## config.mk

```make
export PLATFORM = sky130hd
export DESIGN_NAME = alu_op_decoder
export DESIGN_NICKNAME = d
export VERILOG_FILES = /design/src/rtl/alu_op_decoder.sv
export SDC_FILE = /design/constraint.sdc
export NUM_CORES = 1
export LEC_CHECK = 0
export CAP_MARGIN = 20
export CELL_PAD_IN_SITES_DETAIL_PLACEMENT = 1
export CELL_PAD_IN_SITES_GLOBAL_PLACEMENT = 1
export CORE_AREA = 2 2 89 57
export DETAILED_ROUTE_END_ITERATION = 8
export DIE_AREA = 0 0 91 59
export PLACE_DENSITY = 0.74
export SLEW_MARGIN = 20
export SYNTH_ARGS = -nofsm -noshare
export SYNTH_HDL_FRONTEND = slang
export SYNTH_SLANG_ARGS = --single-unit
```

## constraint.sdc

```tcl
create_clock -name i_clk -period 1.29 [get_ports i_clk]
set_input_delay 0.129 -clock i_clk [delete_from_list [all_inputs] [get_ports i_clk]]
set_output_delay 0.129 -clock i_clk [all_outputs]
set_load 0.005 [all_outputs]
```

## src/rtl/alu_op_decoder.sv

```systemverilog
// ---------------------------------------------------------------------------
// alu_op_decoder
//
// Decode stage for RV32I ALU control. An instruction accepted on the upstream
// valid/ready handshake is decoded into an ALU operation plus an operand-B
// select. The result is registered and offered to the execute stage on a
// second valid/ready handshake. Illegal instructions handed downstream are
// counted in a saturating counter.
//
// Build option:
//   ALU_DEC_SKID_EN  - when defined, a 2-entry skid buffer sits behind the
//                      decoder and o_ready comes straight from a flop.
//                      When undefined, there is a single output register and
//                      o_ready = !o_valid || i_ready.
//
// Ports:
//   i_clk          clock, rising edge
//   i_rst_n        synchronous active-low reset
//   i_flush        drop every held entry; ignore i_valid this cycle
//   i_valid/o_ready/i_instr           upstream handshake + instruction word
//   o_valid/i_ready                   downstream handshake
//   o_alu_ctrl     ALU operation (alu_op_t)
//   o_src_b_imm    operand B from immediate (1) or rs2 (0)
//   o_illegal      decoded operation is OP_INVALID
//   o_illegal_cnt  saturating count of illegal results handed downstream
// ---------------------------------------------------------------------------

package alu_op_decoder_pkg;

    typedef enum logic [3:0] {
        OP_ADD     = 4'd0,
        OP_SUB     = 4'd1,
        OP_SLL     = 4'd2,
        OP_SLT     = 4'd3,
        OP_SLTU    = 4'd4,
        OP_XOR     = 4'd5,
        OP_SRL     = 4'd6,
        OP_SRA     = 4'd7,
        OP_OR      = 4'd8,
        OP_AND     = 4'd9,
        OP_INVALID = 4'hF
    } alu_op_t;

    // One decoded result as held in the output/skid registers.
    typedef struct packed {
        alu_op_t op;
        logic    imm;
        logic    ill;
    } dec_t;

endpackage

module alu_op_decoder
    import alu_op_decoder_pkg::*;
#(
    parameter int CNT_W = 8
) (
    input  logic             i_clk,
    input  logic             i_rst_n,
    input  logic             i_flush,
    input  logic             i_valid,
    output logic             o_ready,
    input  logic [31:0]      i_instr,
    output logic             o_valid,
    input  logic             i_ready,
    output alu_op_t          o_alu_ctrl,
    output logic             o_src_b_imm,
    output logic             o_illegal,
    output logic [CNT_W-1:0] o_illegal_cnt
);

    localparam logic [6:0] OPC_LOAD   = 7'b0000011;
    localparam logic [6:0] OPC_STORE  = 7'b0100011;
    localparam logic [6:0] OPC_LUI    = 7'b0110111;
    localparam logic [6:0] OPC_AUIPC  = 7'b0010111;
    localparam logic [6:0] OPC_JAL    = 7'b1101111;
    localparam logic [6:0] OPC_JALR   = 7'b1100111;
    localparam logic [6:0] OPC_BRANCH = 7'b1100011;
    localparam logic [6:0] OPC_OP     = 7'b0110011;
    localparam logic [6:0] OPC_OPIMM  = 7'b0010011;

    localparam logic [6:0] F7_ZERO = 7'b0000000;
    localparam logic [6:0] F7_ALT  = 7'b0100000;

    localparam dec_t DEC_RST = '{op: OP_INVALID, imm: 1'b0, ill: 1'b0};

    // Register-number and immediate fields play no part in ALU selection.
    logic unused_instr_bits;
    assign unused_instr_bits = ^{i_instr[24:15], i_instr[11:7]};

    // -----------------------------------------------------------------------
    // Combinational decode
    // -----------------------------------------------------------------------
    logic [6:0] opcode;
    logic [2:0] funct3;
    logic [6:0] funct7;
    dec_t       dec;

    assign opcode = i_instr[6:0];
    assign funct3 = i_instr[14:12];
    assign funct7 = i_instr[31:25];

    // Shared funct3 map of OP / OP-IMM (funct7 qualification done by caller).
    function automatic alu_op_t f3_map(input logic [2:0] f3);
        case (f3)
            3'b000:  return OP_ADD;
            3'b001:  return OP_SLL;
            3'b010:  return OP_SLT;
            3'b011:  return OP_SLTU;
            3'b100:  return OP_XOR;
            3'b101:  return OP_SRL;
            3'b110:  return OP_OR;
            default: return OP_AND;
        endcase
    endfunction

    always_comb begin
        dec.op  = OP_INVALID;
        dec.imm = 1'b0;
        case (opcode)
            OPC_OP: begin
                if (funct7 == F7_ZERO)
                    dec.op = f3_map(funct3);
                else if (funct7 == F7_ALT && funct3 == 3'b000)
                    dec.op = OP_SUB;
                else if (funct7 == F7_ALT && funct3 == 3'b101)
                    dec.op = OP_SRA;
            end
            OPC_OPIMM: begin
                // Only the shift-immediates constrain funct7 (imm[11:5]).
                dec.imm = 1'b1;
                case (funct3)
                    3'b001: if (funct7 == F7_ZERO) dec.op = OP_SLL;
                    3'b101: begin
                        if (funct7 == F7_ZERO)     dec.op = OP_SRL;
                        else if (funct7 == F7_ALT) dec.op = OP_SRA;
                    end
                    default: dec.op = f3_map(funct3);
                endcase
            end
            OPC_LOAD, OPC_STORE, OPC_LUI, OPC_AUIPC, OPC_JAL, OPC_JALR: begin
                // Address / link / upper-immediate formation all use ADD.
                dec.op  = OP_ADD;
                dec.imm = 1'b1;
            end
            OPC_BRANCH: begin
                case (funct3)
                    3'b000, 3'b001: dec.op = OP_SUB;   // BEQ/BNE
                    3'b100, 3'b101: dec.op = OP_SLT;   // BLT/BGE
                    3'b110, 3'b111: dec.op = OP_SLTU;  // BLTU/BGEU
                    default:        dec.op = OP_INVALID;
                endcase
            end
            default: ;
        endcase
        dec.ill = (dec.op == OP_INVALID);
    end

    // -----------------------------------------------------------------------
    // Handshake, output register(s), illegal counter
    // -----------------------------------------------------------------------
    dec_t             out_q, out_d;
    logic             out_vld_q, out_vld_d;
    logic [CNT_W-1:0] cnt_q, cnt_d;
    logic             up_xfer, dn_xfer;

    // Flush suppresses both transfers so neither is counted nor stored.
    assign up_xfer = i_valid && o_ready && !i_flush;
    assign dn_xfer = out_vld_q && i_ready && !i_flush;

`ifdef ALU_DEC_SKID_EN
    dec_t skid_q, skid_d;
    logic skid_vld_q, skid_vld_d;
    logic rdy_q, rdy_d;

    // rdy_q resets high so o_ready rises as soon as reset is released.
    assign o_ready = i_rst_n && rdy_q;

    always_comb begin
        out_d      = out_q;
        out_vld_d  = out_vld_q;
        skid_d     = skid_q;
        skid_vld_d = skid_vld_q;
        if (i_flush) begin
            out_vld_d  = 1'b0;
            skid_vld_d = 1'b0;
        end else if (skid_vld_q) begin
            // Full: upstream is stalled (rdy_q low), only drain.
            if (dn_xfer) begin
                out_d      = skid_q;
                skid_vld_d = 1'b0;
            end
        end else if (out_vld_q) begin
            if (up_xfer && dn_xfer) begin
                out_d = dec;
            end else if (dn_xfer) begin
                out_vld_d = 1'b0;
            end else if (up_xfer) begin
                // Downstream stalled while o_ready was already high.
                skid_d     = dec;
                skid_vld_d = 1'b1;
            end
        end else if (up_xfer) begin
            out_d     = dec;
            out_vld_d = 1'b1;
        end
        rdy_d = !skid_vld_d;
    end
`else
    assign o_ready = i_rst_n && (!out_vld_q || i_ready);

    always_comb begin
        out_d     = out_q;
        out_vld_d = out_vld_q;
        if (i_flush) begin
            out_vld_d = 1'b0;
        end else begin
            if (dn_xfer) out_vld_d = 1'b0;
            if (up_xfer) begin
                out_d     = dec;
                out_vld_d = 1'b1;
            end
        end
    end
`endif

    always_comb begin
        cnt_d = cnt_q;
        if (dn_xfer && out_q.ill && cnt_q != {CNT_W{1'b1}})
            cnt_d = cnt_q + 1'b1;
    end

    always_ff @(posedge i_clk) begin
        if (!i_rst_n) begin
            out_q      <= DEC_RST;
            out_vld_q  <= 1'b0;
            cnt_q      <= '0;
`ifdef ALU_DEC_SKID_EN
            skid_q     <= DEC_RST;
            skid_vld_q <= 1'b0;
            rdy_q      <= 1'b1;
`endif
        end else begin
            out_q      <= out_d;
            out_vld_q  <= out_vld_d;
            cnt_q      <= cnt_d;
`ifdef ALU_DEC_SKID_EN
            skid_q     <= skid_d;
            skid_vld_q <= skid_vld_d;
            rdy_q      <= rdy_d;
`endif
        end
    end

    assign o_valid       = out_vld_q;
    assign o_alu_ctrl    = out_q.op;
    assign o_src_b_imm   = out_q.imm;
    assign o_illegal     = out_q.ill;
    assign o_illegal_cnt = cnt_q;

endmodule

```

* Word-level counts from Yosys, hierarchy flattened
Cells that the tools add are included.
** Word-level totals
- Logic and storage cells :: 63
- Input port bits :: 37
- Output and inout bits :: 16
- Bits in registers :: 15
** Operators by class
- Add/subtract/negate cells :: 1
- Bitwise logic cells :: 2
- Eq/ne operators :: 19
- Mux-type cells :: 14
- Reduce and logical (&&, ||, !) cells :: 22
** Operators by type and width (number)
- == test 7 x 6 -> 1 bit (second input constant) :: 4
- one-hot mux 4 bit (7 select lines) :: 1
- 2-to-1 mux 4 bit :: 6
- == test 7 bit (second input constant) :: 3
- one-hot mux 4 bit (5 select lines) :: 1
- one-hot mux 4 bit (4 select lines) :: 1
- == test 7 x 5 -> 1 bit (second input constant) :: 2
- == test 3 bit (second input constant) :: 4
- one-hot mux 4 bit (3 select lines) :: 1
- logical AND 1 bit :: 9
- adder 8 x 1 -> 8 bit (second input constant) :: 1
- inequality test 8 bit (second input constant) :: 1
- one-hot mux 4 bit (2 select lines) :: 1
- OR reduction 2 bit :: 4
- == test 7 x 2 -> 1 bit (second input constant) :: 1
- logical NOT 7 bit :: 1
- OR reduction 7 bit :: 1
- == test 3 x 2 -> 1 bit (second input constant) :: 2
- OR reduction 6 bit :: 1
- == test 4 bit (second input constant) :: 1
- == test 3 x 1 -> 1 bit (second input constant) :: 1
- logical NOT 3 bit :: 1
- 2-to-1 mux 1 bit :: 3
- logical NOT 1 bit :: 2
- other kinds (4) :: 5

* Depth between registers and ports, before layout
Gate-level depths: netlist (run 1).
- Depth in word-level cells :: 7
- Gate-level depth with buffers :: 7

* Least setup slack after synthesis (run 1)
Ideal clock, no wire load.
- Path kind :: register to register
- From :: register cnt_q[0] (netlist: o_illegal_cnt[0])
- To :: register cnt_q[7] (netlist: o_illegal_cnt[7])
- Period minus slack after synthesis :: 1.444 ns
- Buffers on the path :: 0
- Data arrival time :: 1.329 ns
- Path slack :: -0.154 ns
- Stages on the path, launching flop included :: 7
- Required time :: 1.175 ns
- Cell sequence :: dfxtp_1 ha_1 nand3_1 o21ai_2 nor3_1 xor2_1 and2_1
** On the way
- Longest elaborated chain between the ends :: 2
- Elaborated cells between the ends (all ways) :: 3
- Classes of those cells :: add/sub: 1; eq/ne: 1; reduce/logical: 1
** Ends and longest elaborated chain
- start: declaration :: RTL line 164 : logic [CNT_W-1:0] cnt_q, cnt_d;
- start signal: assignment :: RTL line 246 : cnt_q <= cnt_d;
- branches (longest 2 deep; another with adder 8 x 1 -> 8 bit)
Several ways; the timed one is not identified.
A chain may end at the register's enable or synchronous reset.

* Final worst setup path (run 1)
- From :: register cnt_q[0] (netlist: o_illegal_cnt[0])
- To :: register cnt_q[1] (netlist: o_illegal_cnt[1])
Same word-level chain as after synthesis.

==> Implementation_results.wiki, run 1 <==
{| class="wikitable"
! Metric !! Value
|-
| Outcome || complete, but fails checks
|-
| Violated checks || setup timing
|-
| Post-synth design cell area || between 1000 and 1500 sq um
|-
| Synth area leader || sky130_fd_sc_hd__dfxtp_1
|-
| CTS Buf Count || 3
|-
| Clock transition at the register clock pins on the worst setup and hold paths after CTS || ~0.06 ns
|-
| Fmax || 715 MHz
|-
| Worst-path fanout max || 8
|-
| Post-synthesis cell count || roughly 140
|-
| Area occupied by multi-input gates || slightly above 900 sq um
|-
| Synth top cells by count || 16 x sky130_fd_sc_hd__nand2_1, 15 x sky130_fd_sc_hd__dfxtp_1, 8 x sky130_fd_sc_hd__and2_1, 8 x sky130_fd_sc_hd__inv_1, 7 x sky130_fd_sc_hd__nand3_1
|-
| Die Wd || just over 90 microns
|-
| Yosys warning total || 0
|-
| Row Count || 19
|-
| Number of global-route vias before repair || 1,318
|-
| Ratio of total power to cell area || 589 nW/um^2
|-
| Required time worst endpoint || roughly 1.4 ns
|-
| Wire length of the first global-routing pass || around 6900 microns
|-
| Hold Buf Count CTS || 0
|-
| Later-pin clock latency in the skew report || 0.26 ns
|-
| Overall via count from detail_route || around 1,300
|-
| Unique masters post-synth || between 40 and 50
|-
| Count of nets after finishing || 260
|-
| Max-cap check violation count || 0
|-
| Post-Layout Inst Area || 2080 sq um
|-
| Proportion of register bits with asynchronous set or reset after synthesis || 0
|-
| RSZ-0062 raised after global routing || yes
|-
| Utilization of the core after routing || 0.466
|-
| Sequential fraction of the synthesis area || 0.274
|-
| Sequential cell area || 322 sq um
|-
| Share of the synthesized area in the top cell type || 0.274
|-
| Max-Slew Margin vs Limit || 0.756
|-
| Most instantiated library cell after synthesis || sky130_fd_sc_hd__nand2_1
|-
| Register-to-Register Setup Slack || -0.11 ns
|-
| Final worst path period share || 1.08
|-
| I/O pin total || 53
|-
| Most area-consuming cells after synthesis || sky130_fd_sc_hd__dfxtp_1 27%, sky130_fd_sc_hd__nand2_1 5.5%, sky130_fd_sc_hd__xor2_1 4.8%
|-
| # fillers || between 500 and 600
|-
| Capturing element type of the critical path || flip-flop
|-
| Critical Setup Path Class || reg2reg
|-
| Relative area change from synthesis to final layout || 90.1%
|-
| CP Launch Point || o_illegal_cnt[0]$_SDFFE_PN0P_
|-
| Largest net degree at the start of global routing || 12
|-
| Effective utilization at floorplan || 0.245
|-
| End of the critical path || o_illegal_cnt[1]$_SDFFE_PN0P_
|-
| Initial DRC Count || a little over 70
|-
| Final global-route overflow total || 0
|-
| Layout Skew || around 0.0034 ns
|-
| Vertical die dimension || ~59 microns
|-
| Worst voltage drop across the vdd grid || 0.382 mV
|-
| Final setup violation count || 10
|-
| Worst hold-check path type || in2reg
|-
| Synthesized area divided by synthesized cell count || 7.89 sq um
|-
| Pre-CTS worst setup slack || -0.726 ns
|-
| Worst reg2reg endpoint || o_illegal_cnt[1]$_SDFFE_PN0P_
|-
| Die ar. || 5370 sq um
|-
| Total length of routed wires || roughly 4400 microns
|-
| Antenna violations before repair || 0
|-
| Via-to-Cell Ratio || 4.72
|-
| Signal arrival time at the worst endpoint || 1.54 ns
|-
| CTS sink cnt || 15
|-
| Cell at the root of the clock tree || sky130_fd_sc_hd__clkbuf_8
|-
| Routability congestion estimate from global placement || between 0.8 and 0.9
|-
| Fraction of final layout cells sized beyond drive strength 1 || 0.495
|-
| PortBufs || 37
|-
| Number of nets produced by synthesis || 180
|-
| Placed wire-length estimate after detailed placement || 3110 microns
|-
| Fin crit period || 1.40 ns
|-
| Dpl cell area || around 1900 sq um
|-
| Diode count || 0
|-
| Max Root-Sink Buffers || 2
|-
| Per-cell routed wire length || between 15 and 20 microns
|-
| TritonCTS clock tree || built
|-
| Number of levels in the clock H-tree || 1
|-
| Leakage power summed over all cells || between 0.0009 and 0.001 uW
|-
| DRC Markers || 0
|-
| Pins over their slew limit || 0
|-
| Hold Violations, Final || 0
|-
| Count of flip-flops with a built-in enable after synthesis || 0
|-
| Post-synthesis sequential element count || 15
|-
| Worst Reg2Reg Path Length in Cells || 6
|-
| Most common flop cell mapped by yosys || sky130_fd_sc_hd__dfxtp_1
|-
| Placeable core region || roughly 4500 sq um
|-
| Detailed Routing Iterations Pass 1 || 4
|-
| Post-layout worst setup margin || -0.109 ns
|-
| Critical Path Start Type || flip-flop
|-
| GRT Overall Usage || 0.161
|-
| Startpoint of the worst-slack reg-to-reg timing path || o_illegal_cnt[0]$_SDFFE_PN0P_
|-
| Antenna Nets Post-Route || 0
|-
| Pin slew with the least headroom to its limit || 0.362 ns
|}
==> registers in the layout, summed over array words and instances, names as in the netlist <==
name / cells
o_alu_ctrl: 4
o_illegal: 1
o_illegal_cnt: 8
o_src_b_imm: 1
o_valid: 1
==> how the worst min path moves through the flow <==
stage                               startpoint                            end  slack [ns]  cells past startpoint
floorplan                              i_rst_n  o_illegal_cnt[0]$_SDFFE_PN0P_        0.25                      1
global placement    o_alu_ctrl[1]$_SDFFE_PN1P_     o_alu_ctrl[1]$_SDFFE_PN1P_        0.47                      2
detailed placement  o_alu_ctrl[3]$_SDFFE_PN1P_     o_alu_ctrl[3]$_SDFFE_PN1P_        0.47                      2
CTS                                    i_flush           o_valid$_SDFFE_PP0P_        0.31                      3
global route                           i_flush           o_valid$_SDFFE_PP0P_        0.35                      3
finish                                 i_flush           o_valid$_SDFFE_PP0P_        0.31                      3
==> cell usage in the layout, fill, tap and decap left out, drive strengths merged, types with 7 or more instances in the layout <==
cell | Yosys | layout
nand3 | 7 | 7
inv | 8 | 8
clkdlybuf4s50 | 0 | 9
nand2 | 16 | 16
clkbuf | 3 | 7
and2 | 8 | 8
buf | 3 | 53
dfxtp | 15 | 15
o21ai | 7 | 7
dlygate4sd2 | 0 | 13
==> cell type report <==
cell class | instances | share of cell area
inverter | 8 | 0.0144
sequential | 15 | 0.154
tap | 63 | 0.0378
multi-input combinational | 110 | 0.445
timing repair buffer | 81 | 0.326
clock inverter | 1 | 0.00240
clock buffer | 3 | 0.0198
==> repair_timing <==
item,CTS,global route
setup endpoints to repair,23,17
cloned,1,0
pin swaps,28,19
setup buffers,6,1
gates resized for setup,96,24
==> metrics by stage <==
step,total power (uW),setup TNS [ns],hold WS (ns),instances
floorplan,603,-0.180,0.250,139
global placement,784,-5.36,0.469,269
detailed placement,789,-5.71,0.471,269
CTS,1210,-0.516,0.311,280
global route,1290,-1.28,0.348,281
finish,1230,-0.626,0.312,281
==> cells by family (layout without fill, tap and decap cells) <==
group,after synthesis,after routing,share of synthesized area
mux,2,2,0.0194
xor+xnor,8,8,0.0639
fa+ha+maj,4,4,0.0457
flops,15,15,0.274
simple gates,62,62,0.308
compound gates,34,34,0.232
buf+inv,14,93,0.0571
==> worst max-delay path, cell delays in order, from the launching register on <==
cell                      delay (ns)
sky130_fd_sc_hd__dfxtp_4        0.36
sky130_fd_sc_hd__ha_4           0.15
sky130_fd_sc_hd__nand3_4        0.08
sky130_fd_sc_hd__o21ai_4        0.27
sky130_fd_sc_hd__buf_6          0.15
sky130_fd_sc_hd__mux2i_1        0.21
sky130_fd_sc_hd__nor2b_1        0.07
==> power by group <==
part           switching (uW)  internal, uW  total, uW  leakage (uW)
Combinational             159           185        343      0.000773
Sequential               8.35           469        477      0.000128
Clock                     191           215        406     0.0000255
==> layer usage <==
layer / wire, microns / up-vias / global-route usage
li1: - / 664 / -
met1: 2330 / 638 / 0.243
met2: 1880 / 23 / 0.249
met3: 136 / 2 / 0.0254
met4: 14 / 0 / 0.0195
met5: 0 / - / 0
Note: power is estimated with default switching activity, not from simulation.
==> run 2, diff against run 1 <==
- DONT_BUFFER_PORTS: default -> 1
- PLACE_DENSITY: 0.74 -> 0.62
==> Implementation_results.wiki, run 2 (synthesis results as in run 1) <==
{| class="wikitable"
! Metric !! Value
|-
| Worst hold stages || 1 (was 3)
|-
| Pin slew with the least headroom to its limit || 0.380 ns (was 0.362 ns)
|-
| CP Launch Point || o_illegal_cnt[5]$_SDFFE_PN0P_ (was o_illegal_cnt[0]$_SDFFE_PN0P_)
|-
| Per-cell routed wire length || 15.2 microns (was 15.5 microns)
|-
| Max-Slew Margin vs Limit || 0.742 (was 0.756)
|-
| Pre-CTS worst setup slack || -0.183 ns (was -0.726 ns)
|-
| Global routing met3 resource utilization || 0.0356 (was 0.0254)
|-
| Commonest cells after routing, fill and taps aside || 17 x sky130_fd_sc_hd__buf_4, 16 x sky130_fd_sc_hd__nand2_1, 8 x sky130_fd_sc_hd__inv_1, 8 x sky130_fd_sc_hd__and2_1 (was 33 x sky130_fd_sc_hd__buf_4, 14 x sky130_fd_sc_hd__nand2_1, 14 x sky130_fd_sc_hd__buf_6, 13 x sky130_fd_sc_hd__dlygate4sd2_1, 9 x sky130_fd_sc_hd__clkdlybuf4s50_1)
|-
| Max Root-Sink Buffers || 2 (unchanged)
|-
| Max reg flops || 8 (unchanged)
|-
| Final worst path period share || 1.07 (was 1.08)
|-
| Startpoint of the worst-slack reg-to-reg timing path || o_illegal_cnt[5]$_SDFFE_PN0P_ (was o_illegal_cnt[0]$_SDFFE_PN0P_)
|-
| Antenna Nets Post-Route || 0 (unchanged)
|-
| Ratio of total power to cell area || 697 nW/um^2 (was 589 nW/um^2)
|-
| Fraction of final layout cells sized beyond drive strength 1 || 0.287 (was 0.495)
|-
| Fmax || 725 MHz (was 715 MHz)
|-
| GR Layer Usage met1 || 0.168 (was 0.243)
|-
| Grt met2 use || 0.217 (was 0.249)
|-
| Hold Violations, Final || 0 (unchanged)
|-
| Critical Setup Path Class || reg2reg (unchanged)
|-
| Number of global-route vias before repair || 1,114 (was 1,318)
|-
| Final global-route overflow total || 0 (unchanged)
|-
| Worst hold-check path type || in2reg (unchanged)
|-
| Total length of routed wires || 3340 microns (was 4360 microns)
|-
| I/O pin total || 53 (unchanged)
|-
| Post-Route Hold Slack || 0.00780 ns (was 0.312 ns)
|-
| Slowest library cell on the worst path || sky130_fd_sc_hd__dfxtp_2 (was sky130_fd_sc_hd__dfxtp_4)
|-
| Placed wire-length estimate after detailed placement || 2660 microns (was 3110 microns)
|-
| Utilization of the core after routing || 0.323 (was 0.466)
|-
| GRT Overall Usage || 0.129 (was 0.161)
|-
| Worst Hold Path EP || o_illegal_cnt[7]$_SDFFE_PN0P_ (was o_valid$_SDFFE_PP0P_)
|-
| Instance count on the critical path || 5 (was 6)
|-
| Overall via count from detail_route || 1,082 (was 1,327)
|-
| Cells after DPL || 214 (was 269)
|-
| Diode count || 0 (unchanged)
|-
| Most frequent standard cell in the layout excluding fill and tap cells || sky130_fd_sc_hd__buf_4 (unchanged)
|-
| Fin crit period || 1.38 ns (was 1.40 ns)
|-
| Post-route insts no fill || 220 (was 281)
|-
| Outcome || complete, but fails checks (unchanged)
|-
| Die Wd || 91 microns (unchanged)
|-
| Final setup violation count || 8 (was 10)
|-
| Pins over their slew limit || 0 (unchanged)
|-
| Vertical die dimension || 59 microns (unchanged)
|-
| Initial DRC Count || 46 (was 72)
|-
| TritonCTS clock tree || built (unchanged)
|-
| Leakage power summed over all cells || 0.000588 uW (was 0.000926 uW)
|-
| Placeable core region || 4470 sq um (unchanged)
|-
| Detailed Routing Iterations Pass 1 || 4 (unchanged)
|-
| Worst-path fanout max || 8 (unchanged)
|-
| Relative area change from synthesis to final layout || 31.6% (was 90.1%)
|-
| Max-cap check violation count || 0 (unchanged)
|-
| Worst voltage drop across the vdd grid || 0.291 mV (was 0.382 mV)
|-
| Layout Skew || 0.000501 ns (was 0.00342 ns)
|-
| Hold Path Origin || i_rst_n (was i_flush)
|-
| Cells along the critical path || nand4_1, o21ai_4, nor3_1, xor2_1, and2_1 (was ha_4, nand3_4, o21ai_4, buf_6, mux2i_1, nor2b_1)
|-
| Largest net degree at the start of global routing || 15 (was 12)
|-
| Post-layout worst setup margin || -0.0894 ns (was -0.109 ns)
|-
| Layer with the highest usage after global routing || met2 (unchanged)
|-
| Peak per-stage delay on the critical path || 0.33 ns (was 0.36 ns)
|-
| Worst reg2reg endpoint || o_illegal_cnt[6]$_SDFFE_PN0P_ (was o_illegal_cnt[1]$_SDFFE_PN0P_)
|-
| Effective utilization at floorplan || 0.245 (unchanged)
|-
| RSZ-0062 raised after global routing || yes (unchanged)
|-
| Via-to-Cell Ratio || 4.92 (was 4.72)
|-
| Later-pin clock latency in the skew report || 0.25 ns (was 0.26 ns)
|-
| Required time worst endpoint || 1.44 ns (was 1.43 ns)
|-
| Capturing element type of the critical path || flip-flop (unchanged)
|-
| Violated checks || setup timing (unchanged)
|-
| Cell at the root of the clock tree || sky130_fd_sc_hd__clkbuf_8 (unchanged)
|-
| Register-to-Register Setup Slack || -0.09 ns (was -0.11 ns)
|-
| # fillers || 555 (was 556)
|-
| Row Count || 19 (unchanged)
|-
| Clock transition at the register clock pins on the worst setup and hold paths after CTS || 0.06 ns (about the same)
|-
| Worst Reg2Reg Path Length in Cells || 5 (was 6)
|-
| Count of nets after finishing || 199 (was 260)
|-
| CTS sink cnt || 15 (unchanged)
|-
| DRC Markers || 0 (unchanged)
|-
| Antenna violations before repair || 0 (unchanged)
|-
| Signal arrival time at the worst endpoint || 1.52 ns (was 1.54 ns)
|-
| Number of levels in the clock H-tree || 1 (unchanged)
|-
| Critical path buffer and inverter count || 0 (was 1)
|-
| Critical Path Start Type || flip-flop (unchanged)
|-
| Die ar. || 5370 sq um (unchanged)
|-
| Routability congestion estimate from global placement || 0.836 (was 0.837)
|-
| CTS Buf Count || 3 (unchanged)
|-
| Largest delay contributor family on the critical path || simple AND/OR/NAND/NOR gates (was flip-flops)
|-
| PortBufs || 0 (was 37)
|-
| Wire length of the first global-routing pass || 5500 microns (was 6890 microns)
|}
[run 2: changes by cell type in the layout (fill, tap and decap cells not counted), moves of 3 or more]
| cell | before | now |
|---|---|---|
| sky130_fd_sc_hd__clkdlybuf4s50_1 | 9 | 0 |
| sky130_fd_sc_hd__dfxtp_1 | 4 | 7 |
| sky130_fd_sc_hd__buf_2 | 6 | 0 |
| sky130_fd_sc_hd__nor2_1 | 2 | 6 |
| sky130_fd_sc_hd__dlygate4sd2_1 | 13 | 0 |
| sky130_fd_sc_hd__nor2_2 | 4 | 0 |
| sky130_fd_sc_hd__buf_6 | 14 | 1 |
| sky130_fd_sc_hd__buf_4 | 33 | 17 |
| sky130_fd_sc_hd__clkbuf_2 | 4 | 0 |
[run 2: through the flow]
step	area (sq um)	setup TNS (ns)	total power, uW
6_report	1440	-0.466	1010
3_5_place_dp	1350	-1.05	619
5_1_grt	1440	-1.00	1050
3_3_place_gp	1350	-0.621	613
4_1_cts	1420	-0.469	1010
2_1_floorplan	1160	-0.180	603
[run 2: area by class of cell]
cell class	instances	area (sq um)	area share
inverters	8	30.0	0.0208
clock inverters	1	5.00	0.00347
well taps	63	78.8	0.0546
multi-input cells	110	816	0.565
flip-flops and latches	15	313	0.217
clock buffers	3	41.3	0.0286
repair buffers	20	159	0.110
[run 2: routing by layer]
| metal | vias to the layer above | wire [microns] |
|---|---|---|
| li1 | 536 | - |
| met1 | 516 | 1600 |
| met2 | 26 | 1510 |
| met3 | 4 | 187 |
| met4 | 0 | 42 |
| met5 | - | 0 |
[run 2: report_power, final]
part	switching [uW]	total, uW	internal (uW)
clock network	174	388	214
logic	66.5	136	69.4
registers	8.57	481	473
[run 2: what timing repair did]
item,4_1_cts,5_1_grt
gates resized for setup,9,2
endpoints found under the hold margin,7,1
setup buffers,0,0
hold buffers,1,1
setup endpoints to repair,8,8
pin swaps,2,3
[run 2: worst max path at each step]
stage	to	slack [ns]
5_1_grt	o_illegal_cnt[6]$_SDFFE_PN0P_	-0.16
4_1_cts	o_illegal_cnt[6]$_SDFFE_PN0P_	-0.09
6_report	o_illegal_cnt[6]$_SDFFE_PN0P_	-0.09
3_3_place_gp	o_illegal$_SDFFE_PN0P_	-0.15
2_1_floorplan	o_illegal_cnt[7]$_SDFFE_PN0P_	-0.04
3_5_place_dp	o_illegal$_SDFFE_PN0P_	-0.18
[run 2: worst register-to-register path: stages, from the launching register on]
cell                      delay, ns
sky130_fd_sc_hd__dfxtp_2       0.33
sky130_fd_sc_hd__nand4_1       0.21
sky130_fd_sc_hd__o21ai_4       0.32
sky130_fd_sc_hd__nor3_1        0.11
sky130_fd_sc_hd__xor2_1        0.15
sky130_fd_sc_hd__and2_1        0.16
==> run 3, diff against run 2 <==
- PLACE_DENSITY: 0.62 -> 0.6
- clock period: 1.29 -> 1.6 ns (I/O delays scaled with it)
==> Implementation_results.wiki, run 3 (synthesis results as in run 1) <==
{| class="wikitable"
! Metric !! Value
|-
| Outcome || completed (was complete, but fails checks)
|-
| Ratio of total power to cell area || 615 nW/um^2 (was 697 nW/um^2)
|-
| Antenna Nets Post-Route || 0 (unchanged)
|-
| CTS sink cnt || 15 (unchanged)
|-
| Max-Slew Margin vs Limit || 0.728 (was 0.742)
|-
| TritonCTS clock tree || built (unchanged)
|-
| Placed wire-length estimate after detailed placement || 2530 microns (was 2660 microns)
|-
| Detailed Routing Iterations Pass 1 || 4 (unchanged)
|-
| Routability congestion estimate from global placement || 0.799 (was 0.836)
|-
| Final global-route overflow total || 0 (unchanged)
|-
| Vertical die dimension || 59 microns (unchanged)
|-
| Hold Violations, Final || 0 (unchanged)
|-
| Power, Total || 793 uW (was 1010 uW)
|-
| Overall via count from detail_route || 1,014 (was 1,082)
|-
| CTS Buf Count || 3 (unchanged)
|-
| Total length of routed wires || 3100 microns (was 3340 microns)
|-
| Critical Path Start Type || flip-flop (unchanged)
|-
| Area occupied by multi-input gates || 741 sq um (was 816 sq um)
|-
| Setup repair bufs after CTS || 0 (unchanged)
|-
| Commonest cells after routing, fill and taps aside || 16 x sky130_fd_sc_hd__nand2_1, 15 x sky130_fd_sc_hd__dfxtp_1, 11 x sky130_fd_sc_hd__buf_4, 8 x sky130_fd_sc_hd__inv_1, 8 x sky130_fd_sc_hd__and2_1 (was 17 x sky130_fd_sc_hd__buf_4, 16 x sky130_fd_sc_hd__nand2_1, 8 x sky130_fd_sc_hd__inv_1, 8 x sky130_fd_sc_hd__and2_1)
|-
| # fillers || 564 (was 555)
|-
| Required time worst endpoint || 1.74 ns (was 1.44 ns)
|-
| Fmax || 692 MHz (was 725 MHz)
|-
| Max-cap check violation count || 0 (unchanged)
|-
| Placeable core region || 4470 sq um (unchanged)
|-
| Capturing element type of the critical path || flip-flop (unchanged)
|-
| Worst-path fanout max || 8 (unchanged)
|-
| Worst hold-check path type || in2reg (unchanged)
|-
| Slowest library cell on the worst path || sky130_fd_sc_hd__dfxtp_1 (was sky130_fd_sc_hd__dfxtp_2)
|-
| Fraction of final layout cells sized beyond drive strength 1 || 0.141 (was 0.287)
|-
| Leakage power summed over all cells || 0.000529 uW (was 0.000588 uW)
|-
| Initial DRC Count || 34 (was 46)
|-
| Cell at the root of the clock tree || sky130_fd_sc_hd__clkbuf_8 (unchanged)
|-
| Cells along the critical path || ha_1, nand3_1, o21ai_4, nor3_1, xor2_1, and2_1 (was nand4_1, o21ai_4, nor3_1, xor2_1, and2_1)
|-
| Peak per-stage delay on the critical path || 0.34 ns (was 0.33 ns)
|-
| DRC Markers || 0 (unchanged)
|-
| Die Wd || 91 microns (unchanged)
|-
| Largest net degree at the start of global routing || 16 (was 15)
|-
| Antenna violations before repair || 0 (unchanged)
|-
| Number of levels in the clock H-tree || 1 (unchanged)
|-
| Critical Setup Path Class || reg2reg (unchanged)
|-
| PortBufs || 0 (unchanged)
|-
| Per-cell routed wire length || 14.6 microns (was 15.2 microns)
|-
| Pre-CTS worst setup slack || 0.0191 ns (was -0.183 ns)
|-
| Signal arrival time at the worst endpoint || 1.59 ns (was 1.52 ns)
|-
| Row Count || 19 (unchanged)
|-
| Max reg flops || 8 (unchanged)
|-
| Number of global-route vias before repair || 1,056 (was 1,114)
|-
| Utilization of the core after routing || 0.288 (was 0.323)
|-
| Fin crit period || 1.44 ns (was 1.38 ns)
|-
| Diode count || 0 (unchanged)
|-
| Final setup violation count || 0 (was 8)
|-
| Count of nets after finishing || 191 (was 199)
|-
| Final setup TNS || 0 ns (was -0.466 ns)
|-
| GRT Overall Usage || 0.119 (was 0.129)
|-
| Cells after DPL || 207 (was 214)
|-
| Sequential cell area || 300 sq um (was 313 sq um)
|-
| Post-layout worst setup margin || 0.155 ns (was -0.0894 ns)
|-
| I/O pin total || 53 (unchanged)
|-
| Via-to-Cell Ratio || 4.78 (was 4.92)
|-
| Max Root-Sink Buffers || 2 (unchanged)
|-
| Wire length of the first global-routing pass || 5100 microns (was 5500 microns)
|-
| Post-route insts no fill || 212 (was 220)
|-
| Relative area change from synthesis to final layout || 17.6% (was 31.6%)
|-
| Die ar. || 5370 sq um (unchanged)
|-
| Pins over their slew limit || 0 (unchanged)
|-
| Layout Skew || 0.00459 ns (was 0.000501 ns)
|-
| Pin slew with the least headroom to its limit || 0.398 ns (was 0.380 ns)
|-
| Later-pin clock latency in the skew report || 0.25 ns (about the same)
|-
| Final worst path period share || 0.903 (was 1.07)
|-
| Effective utilization at floorplan || 0.245 (unchanged)
|-
| Clock transition at the register clock pins on the worst setup and hold paths after CTS || 0.06 ns (about the same)
|-
| RSZ-0062 raised after global routing || no (was yes)
|-
| Most frequent standard cell in the layout excluding fill and tap cells || sky130_fd_sc_hd__nand2_1 (was sky130_fd_sc_hd__buf_4)
|-
| Worst voltage drop across the vdd grid || 0.242 mV (was 0.291 mV)
|}
==> run 3: per-stage QoR <==
stage | cell area, sq um | hold slack [ns]
after global routing | 1290 | 0.000115
after floorplan | 1100 | 0.282
after CTS | 1280 | 0.00202
after global placement | 1220 | 0.236
after detailed placement | 1220 | 0.238
final | 1290 | 0.00198
==> run 3: final cells by class <==
| class | count | share of cell area |
|---|---|---|
| repair buffers | 12 | 0.0718 |
| clock buffers | 3 | 0.0320 |
| clock inverters | 1 | 0.00388 |
| multi-input cells | 110 | 0.575 |
| well taps | 63 | 0.0612 |
| inverters | 8 | 0.0233 |
| flip-flops and latches | 15 | 0.233 |
==> run 3: worst paths after layout <==
path                                                     from  cells past startpoint  slack [ns]                       endpoint
worst max-delay path            o_illegal_cnt[0]$_SDFFE_PN0P_                      6        0.16  o_illegal_cnt[4]$_SDFFE_PN0P_
worst min register to register     o_alu_ctrl[3]$_SDFFE_PN1P_                      2        0.52     o_alu_ctrl[3]$_SDFFE_PN1P_
worst min-delay path                                  i_rst_n                      1       0.002     o_alu_ctrl[1]$_SDFFE_PN1P_
worst max register to register  o_illegal_cnt[0]$_SDFFE_PN0P_                      6        0.16  o_illegal_cnt[4]$_SDFFE_PN0P_
==> run 3: worst max-delay path, delay by kind of cell, from the launching register on <==
kind | cells | cell delay [ns]
AND/OR/NAND/NOR | 3 | 0.40
AO/OA/AOI/OAI | 1 | 0.26
XOR/XNOR | 1 | 0.15
adder cells (fa/ha/maj) | 1 | 0.19
flip-flops | 1 | 0.34
==> run 3: power breakdown <==
| group | internal (uW) | switching (uW) |
|---|---|---|
| clock | 173 | 138 |
| sequential | 382 | 8.44 |
| combinational | 47.4 | 43.9 |
| total | 602 | 191 |
==> run 3: metal layers <==
layer,GRT usage,vias up,share of wire,routed length [microns]
met5,0,-,0,0
li1,-,520,-,-
met3,0.0445,3,0.072,222
met2,0.186,21,0.43,1330
met4,0.0216,0,0.0032,10
met1,0.160,470,0.50,1540
==> run 3: timing repair <==
item	in CTS	in global routing
endpoints found under the setup margin	0	1
endpoints found under the hold margin	2	0
gates resized for setup	0	1
hold buffers	1	0
